==> src/rtl/jts16_obj_pkg.sv <==
// +--------------------------------------------------------------------------+
// | jts16_obj_pkg                                                            |
// | Object command layout and scheduler state encoding shared by the         |
// | scan, schedule and draw blocks.                                          |
// | Rev 1.0                                                                  |
// +--------------------------------------------------------------------------+
`default_nettype none

package jts16_obj_pkg;

  localparam int c_xpos_w   = 9;
  localparam int c_offset_w = 16;
  localparam int c_bank_w   = 3;
  localparam int c_prio_w   = 2;
  localparam int c_pal_w    = 6;
  localparam int c_cmd_w    = c_xpos_w + c_offset_w + c_bank_w + c_prio_w + c_pal_w;

  // Packed MSB-first as {xpos, offset, bank, prio, pal}
  typedef struct packed {
    logic [c_xpos_w-1:0]   xpos;
    logic [c_offset_w-1:0] offset;
    logic [c_bank_w-1:0]   bank;
    logic [c_prio_w-1:0]   prio;
    logic [c_pal_w-1:0]    pal;
  } obj_cmd_t;

  typedef enum logic [1:0] {
    ST_IDLE  = 2'd0,
    ST_START = 2'd1,
    ST_GUARD = 2'd2,
    ST_WAIT  = 2'd3
  } sched_state_e;

endpackage

`default_nettype wire

==> src/rtl/jts16_obj_sched_fifo.sv <==
// +--------------------------------------------------------------------------+
// | jts16_obj_sched_fifo                                                     |
// | In-order command queue with occupancy count and synchronous flush.      |
// | Rev 1.0                                                                  |
// +--------------------------------------------------------------------------+
`default_nettype none

module jts16_obj_sched_fifo
  import jts16_obj_pkg::*;
#(
  parameter int DEPTH = 4
) (
  input  logic                   clk,
  input  logic                   rst,
  input  logic                   flush,
  input  logic                   push,
  input  logic                   pop,
  input  obj_cmd_t               wr_data,
  output obj_cmd_t               rd_data,
  output logic                   full,
  output logic [$clog2(DEPTH):0] count
);

  localparam int               PW      = $clog2(DEPTH);
  localparam logic [PW:0]      c_depth = (PW+1)'(DEPTH);

  obj_cmd_t        mem_q [DEPTH];
  logic [PW-1:0]   wr_ptr_q, wr_ptr_d;
  logic [PW-1:0]   rd_ptr_q, rd_ptr_d;
  logic [PW:0]     count_q, count_d;
  logic            push_ok;

  assign full    = (count_q == c_depth);
  assign count   = count_q;
  assign rd_data = mem_q[rd_ptr_q];
  // A pop in the same cycle frees the head slot, so a push into a full queue still lands.
  assign push_ok = push && (!full || pop);

  always_comb begin
    wr_ptr_d = wr_ptr_q;
    rd_ptr_d = rd_ptr_q;
    count_d  = count_q;
    if (flush) begin
      wr_ptr_d = '0;
      rd_ptr_d = '0;
      count_d  = '0;
    end else begin
      if (push_ok) wr_ptr_d = wr_ptr_q + 1'b1;
      if (pop)     rd_ptr_d = rd_ptr_q + 1'b1;
      case ({push_ok, pop})
        2'b10:   count_d = count_q + 1'b1;
        2'b01:   count_d = count_q - 1'b1;
        default: count_d = count_q;
      endcase
    end
  end

  always_ff @(posedge clk) begin
    if (rst) begin
      wr_ptr_q <= '0;
      rd_ptr_q <= '0;
      count_q  <= '0;
    end else begin
      wr_ptr_q <= wr_ptr_d;
      rd_ptr_q <= rd_ptr_d;
      count_q  <= count_d;
    end
  end

  always_ff @(posedge clk) begin
    if (push_ok && !flush) mem_q[wr_ptr_q] <= wr_data;
  end

endmodule

`default_nettype wire

==> src/rtl/jts16_obj_sched.sv <==
// +--------------------------------------------------------------------------+
// | jts16_obj_sched                                                          |
// | Queues object commands from the scanner and dispatches them to the draw |
// | engine within a per-line cycle budget.                                   |
// | Rev 1.0                                                                  |
// +--------------------------------------------------------------------------+
`default_nettype none

module jts16_obj_sched
  import jts16_obj_pkg::*;
#(
  parameter int          DEPTH       = 4,
  parameter logic [11:0] LINE_CYCLES = 12'd760
) (
  input  logic        clk,
  input  logic        rst,
  input  logic        hstart,
  input  logic        in_start,
  input  logic [8:0]  in_xpos,
  input  logic [15:0] in_offset,
  input  logic [2:0]  in_bank,
  input  logic [1:0]  in_prio,
  input  logic [5:0]  in_pal,
  output logic        in_busy,
  output logic        dr_start,
  output logic [8:0]  dr_xpos,
  output logic [15:0] dr_offset,
  output logic [2:0]  dr_bank,
  output logic [1:0]  dr_prio,
  output logic [5:0]  dr_pal,
  input  logic        dr_busy,
  output logic [7:0]  drop_cnt,
  output logic        late
);

  localparam int CW = $clog2(DEPTH) + 1;

  obj_cmd_t     in_cmd, head_cmd, cmd_q, cmd_d;
  logic         fifo_full, fifo_push, fifo_pop, dropped, expired;
  logic [CW-1:0] fifo_count;
  sched_state_e state_q, state_d;
  logic         dr_start_q, dr_start_d;
  logic [11:0]  budget_q, budget_d;
  logic [7:0]   drop_cnt_q, drop_cnt_d;

  assign in_cmd = '{xpos: in_xpos, offset: in_offset, bank: in_bank,
                    prio: in_prio, pal: in_pal};

  jts16_obj_sched_fifo #(
    .DEPTH (DEPTH)
  ) u_fifo (
    .clk     (clk),
    .rst     (rst),
    .flush   (hstart),
    .push    (fifo_push),
    .pop     (fifo_pop),
    .wr_data (in_cmd),
    .rd_data (head_cmd),
    .full    (fifo_full),
    .count   (fifo_count)
  );

  assign expired   = (budget_q >= LINE_CYCLES);
  assign fifo_push = in_start && !hstart;
  assign fifo_pop  = (state_q == ST_IDLE) && (fifo_count != '0) && !expired
                     && !dr_busy && !hstart;
  assign dropped   = fifo_push && fifo_full && !fifo_pop;

  always_comb begin
    state_d    = state_q;
    dr_start_d = fifo_pop;
    cmd_d      = fifo_pop ? head_cmd : cmd_q;
    budget_d   = hstart ? 12'd0 : ((budget_q == 12'hfff) ? budget_q : budget_q + 12'd1);
    drop_cnt_d = (dropped && drop_cnt_q != 8'hff) ? drop_cnt_q + 8'd1 : drop_cnt_q;
    if (hstart) begin
      state_d = ST_IDLE;
    end else begin
      case (state_q)
        ST_IDLE:  if (fifo_pop) state_d = ST_START;
        ST_START: state_d = ST_GUARD;
        // The draw engine needs a cycle to raise dr_busy, so GUARD never samples it.
        ST_GUARD: state_d = ST_WAIT;
        ST_WAIT:  if (!dr_busy) state_d = ST_IDLE;
        default:  state_d = ST_IDLE;
      endcase
    end
  end

  always_ff @(posedge clk) begin
    if (rst) begin
      state_q    <= ST_IDLE;
      dr_start_q <= 1'b0;
      cmd_q      <= '0;
      budget_q   <= 12'hfff;
      drop_cnt_q <= 8'd0;
    end else begin
      state_q    <= state_d;
      dr_start_q <= dr_start_d;
      cmd_q      <= cmd_d;
      budget_q   <= budget_d;
      drop_cnt_q <= drop_cnt_d;
    end
  end

  assign dr_start  = dr_start_q && !hstart;
  assign dr_xpos   = cmd_q.xpos;
  assign dr_offset = cmd_q.offset;
  assign dr_bank   = cmd_q.bank;
  assign dr_prio   = cmd_q.prio;
  assign dr_pal    = cmd_q.pal;
  assign in_busy   = fifo_full;
  assign late      = expired && (fifo_count != '0);
  assign drop_cnt  = drop_cnt_q;

endmodule

`default_nettype wire

==> config.mk <==
export PLATFORM = sky130hd
export DESIGN_NAME = jts16_obj_sched
export DESIGN_NICKNAME = d
export VERILOG_FILES = /design/src/rtl/jts16_obj_pkg.sv /design/src/rtl/jts16_obj_sched_fifo.sv /design/src/rtl/jts16_obj_sched.sv
export SDC_FILE = /design/constraint.sdc
export NUM_CORES = 1
export LEC_CHECK = 0
export ABC_AREA = 1
export ABC_CLOCK_PERIOD_IN_PS = 5450
export CORE_ASPECT_RATIO = 1.25
export CORE_UTILIZATION = 40
export DETAILED_ROUTE_END_ITERATION = 8
export GPL_TIMING_DRIVEN = 1
export PLACE_DENSITY = 0.61
export SETUP_SLACK_MARGIN = 0.4
export SLEW_MARGIN = 10
export SYNTH_ARGS = -nofsm -noshare
export SYNTH_HDL_FRONTEND = slang
export SYNTH_HIERARCHICAL = 1
export SYNTH_SLANG_ARGS = --single-unit
==> constraint.sdc <==
create_clock -name clk -period 5.45 [get_ports clk]
set_input_delay 1.635 -clock clk [delete_from_list [all_inputs] [get_ports clk]]
set_output_delay 1.635 -clock clk [all_outputs]
set_load 0.02 [all_outputs]
==> results.json <==
{
  "path_delay_family": "buffers and inverters",
  "die_w_um": 132,
  "finalHoldViolCount": 0,
  "post_cts_buffers": 0,
  "fp-row-count": 59,
  "maxCapViolations": 0,
  "clkLatencyLatePin_ns": 0.50,
  "grt_pass1_vias": 5553,
  "cp_cell_sequence": "clkdlybuf4s50_1 -> buf_4 -> nor2_1 -> clkdlybuf4s50_1",
  "crit_type": "in2out",
  "yosys_warnings": 6,
  "wl_per_cell_um": 15.3,
  "syn_avg_cell_area_sq_um": 10.9,
  "p_per_area_nw_per_um2": 321,
  "whs_ns": 0.441,
  "yosys_register_bits": 212,
  "crit_arrival_ns": 2.92,
  "cp_max_fo": 9,
  "portBuffers": 87,
  "drive_gt1_frac": 0.0823,
  "ys_seq_area_frac": 0.672,
  "routed_wl_um": 17600,
  "fin_nets": 912,
  "path_buf_inv": 3,
  "dp_hpwl_um": 10100,
  "outcome": "completed",
  "ant_nets": 0,
  "critical_path.max_stage_delay_ns": 0.60,
  "hold_buffers": 0,
  "netlist.area_leader.share": 0.511,
  "gp_congestion": 0.801,
  "start_util": 0.408,
  "worst_setup_path_end_kind": "output pin",
  "setup_viol": 0,
  "cts-buffers-inserted": 23,
  "grt_antenna_before_repair": 0,
  "syn-num-nets": 827,
  "first_iter_violations": 304,
  "fin_crit_sh": 0.836,
  "ctsResizeCount": 0,
  "grt_first_pass_wirelength_um": 28900,
  "layout_min_cycle_time_ns": 4.55,
  "die_area_sq_um": 21700,
  "num_io_pins": 88,
  "track_usage": 0.169,
  "worstPathRequired_ns": 3.82,
  "num_vias": 5718,
  "cts_tree": "yes",
  "rsz0062_at_grt": "false",
  "syn_area_sq_um": 8460,
  "die-height_um": 165,
  "first_pass_iters": 4,
  "n_antenna_cell": 0,
  "core_sq_um": 20700,
  "ys_types": 36,
  "maxSlewViolCount": 0,
  "root_buffer": "clkbuf_16",
  "htreeDepth": 1,
  "numClockSinks": 212,
  "worst_pin_slew_ns": 0.769,
  "finalClockSkew_ns": 0.0145,
  "drc": 0,
  "cts_buffer_depth": 3,
  "hp-class": "reg2reg",
  "slew_headroom": 0.487,
  "leakagePower_nw": 3.63,
  "syn-instance-count": 774,
  "area_growth_syn_to_layout_pct": 21.1,
  "vdd_drop_max_uv": 303,
  "worst-r2r-setup-slack_ns": 2.84,
  "crit_slowest_cell": "clkdlybuf4s50_1",
  "fmax_mhz": 220,
  "start_kind": "input pin",
  "synth_top_area_cell": "edfxtp_1",
  "grt_max_degree": 74,
  "clk_pin_slew_worst_paths_ns": 0.05,
  "synth_area_leaders": "edfxtp_1, dfxtp_1, nor2_1, o21ai_0, o22ai_1",
  "setup_tns_ns": 0,
  "vias_per_cell": 4.98,
  "gr-total-overflow": 0,
  "cp_common_cell": "clkdlybuf4s50_1"
}
-- state kept, by name, summed over array words and instances (netlist names), named ones only --
name	count
u_fifo/mem_q	144
dr_offset	16
budget_q	12
dr_xpos	9
drop_cnt	8
dr_pal	6
dr_bank	3
u_fifo/count	3
dr_prio	2
state_q	2
u_fifo/rd_ptr_q	2
u_fifo/wr_ptr_q	2
dr_start_q	1
-- synth_stat cells, drive strengths merged --
cell type	count
a21boi	1
a21oi	11
a31oi	1
buf	30
clkbuf	7
clkinv	1
dfxtp	68
edfxtp	144
fa	1
ha	11
inv	45
nand2	57
nand3	35
nand3b	4
nand4	3
nor2	184
nor3	3
o211ai	4
o21ai	119
o22ai	36
or2	2
xnor2	1
xor2	6
-- cell type report --
cell class              instances  area, sq um
flip-flops and latches        212         5690
fillers                      1828        10500
clock buffers                  36          654
well taps                     274          343
inverters                      46          179
clock inverters                 5         28.8
repair buffers                 97          958
multi-input cells             479         2390
-- cell usage in the layout (no fill, tap or decap), types with 2 or more instances in the layout --
| cell type | netlist | layout |
|---|---|---|
| a21oi_1 | 10 | 10 |
| buf_4 | 5 | 9 |
| clkbuf_1 | 4 | 10 |
| clkbuf_16 | 0 | 23 |
| clkbuf_8 | 0 | 3 |
| clkdlybuf4s50_1 | 0 | 87 |
| clkinv_1 | 0 | 3 |
| clkinv_2 | 1 | 2 |
| dfxtp_1 | 68 | 67 |
| edfxtp_1 | 144 | 144 |
| ha_1 | 11 | 11 |
| inv_1 | 39 | 38 |
| inv_2 | 4 | 4 |
| inv_4 | 2 | 2 |
| nand2_1 | 54 | 54 |
| nand2_2 | 3 | 3 |
| nand3_1 | 32 | 32 |
| nand3_2 | 2 | 2 |
| nand3b_1 | 4 | 4 |
| nand4_1 | 3 | 3 |
| nor2_1 | 168 | 168 |
| nor2_2 | 16 | 12 |
| nor2_4 | 0 | 4 |
| nor3_1 | 3 | 3 |
| o211ai_1 | 4 | 4 |
| o21ai_0 | 85 | 85 |
| o21ai_1 | 34 | 34 |
| o22ai_1 | 36 | 36 |
| xor2_1 | 6 | 6 |
-- path summary, 6_finish.rpt --
| path | end | from | cells after the start |
|---|---|---|---|
| max | dr_start | hstart | 4 |
| min | flip-flop | u_fifo/rd_ptr_q[1]$_SDFFE_PP0P_ | 1 |
| max reg2reg | u_fifo/count[2]$_SDFFE_PP0P_ | state_q[0]$_SDFFE_PP0P_ | 17 |
| min reg2reg | flip-flop | u_fifo/rd_ptr_q[1]$_SDFFE_PP0P_ | 1 |
-- power breakdown --
group / leakage [nW] / internal [W] / total (W) / switching (W)
registers: 1.85 / 0.00174 / 0.00175 / 0.0000127
clock network: 0.329 / 0.000822 / 0.00140 / 0.000576
logic: 1.45 / 0.0000582 / 0.000137 / 0.0000790
-- per-stage QoR --
stage	worst slack [ns]	std cells	power (W)	utilization	cell area, sq um
floorplan	1.30	774	0.00185	-	8460
global placement	0.910	1108	0.00192	0.461	9560
detailed placement	0.889	1108	0.00192	0.461	9560
CTS	0.886	1149	0.00333	0.494	10200
global route	0.871	1149	0.00341	0.494	10200
finish	0.896	1149	0.00329	0.494	10200
-- cell families after synthesis --
kind of cell             synth area share
AND/OR/NAND/NOR                     0.145
XOR/XNOR                          0.00725
flip-flops                          0.672
adder cells (fa/ha/maj)            0.0186
buffers and inverters              0.0473
AO/OA/AOI/OAI                       0.109
-- layer usage --
metal | up-vias | GRT usage | part of all wire
met5 | - | 0 | 0
met4 | 0 | 0.0476 | 0.015
met3 | 22 | 0.0258 | 0.048
met2 | 128 | 0.305 | 0.51
met1 | 2713 | 0.210 | 0.43
li1 | 2855 | - | -
(Power assumes the default switching activity.)
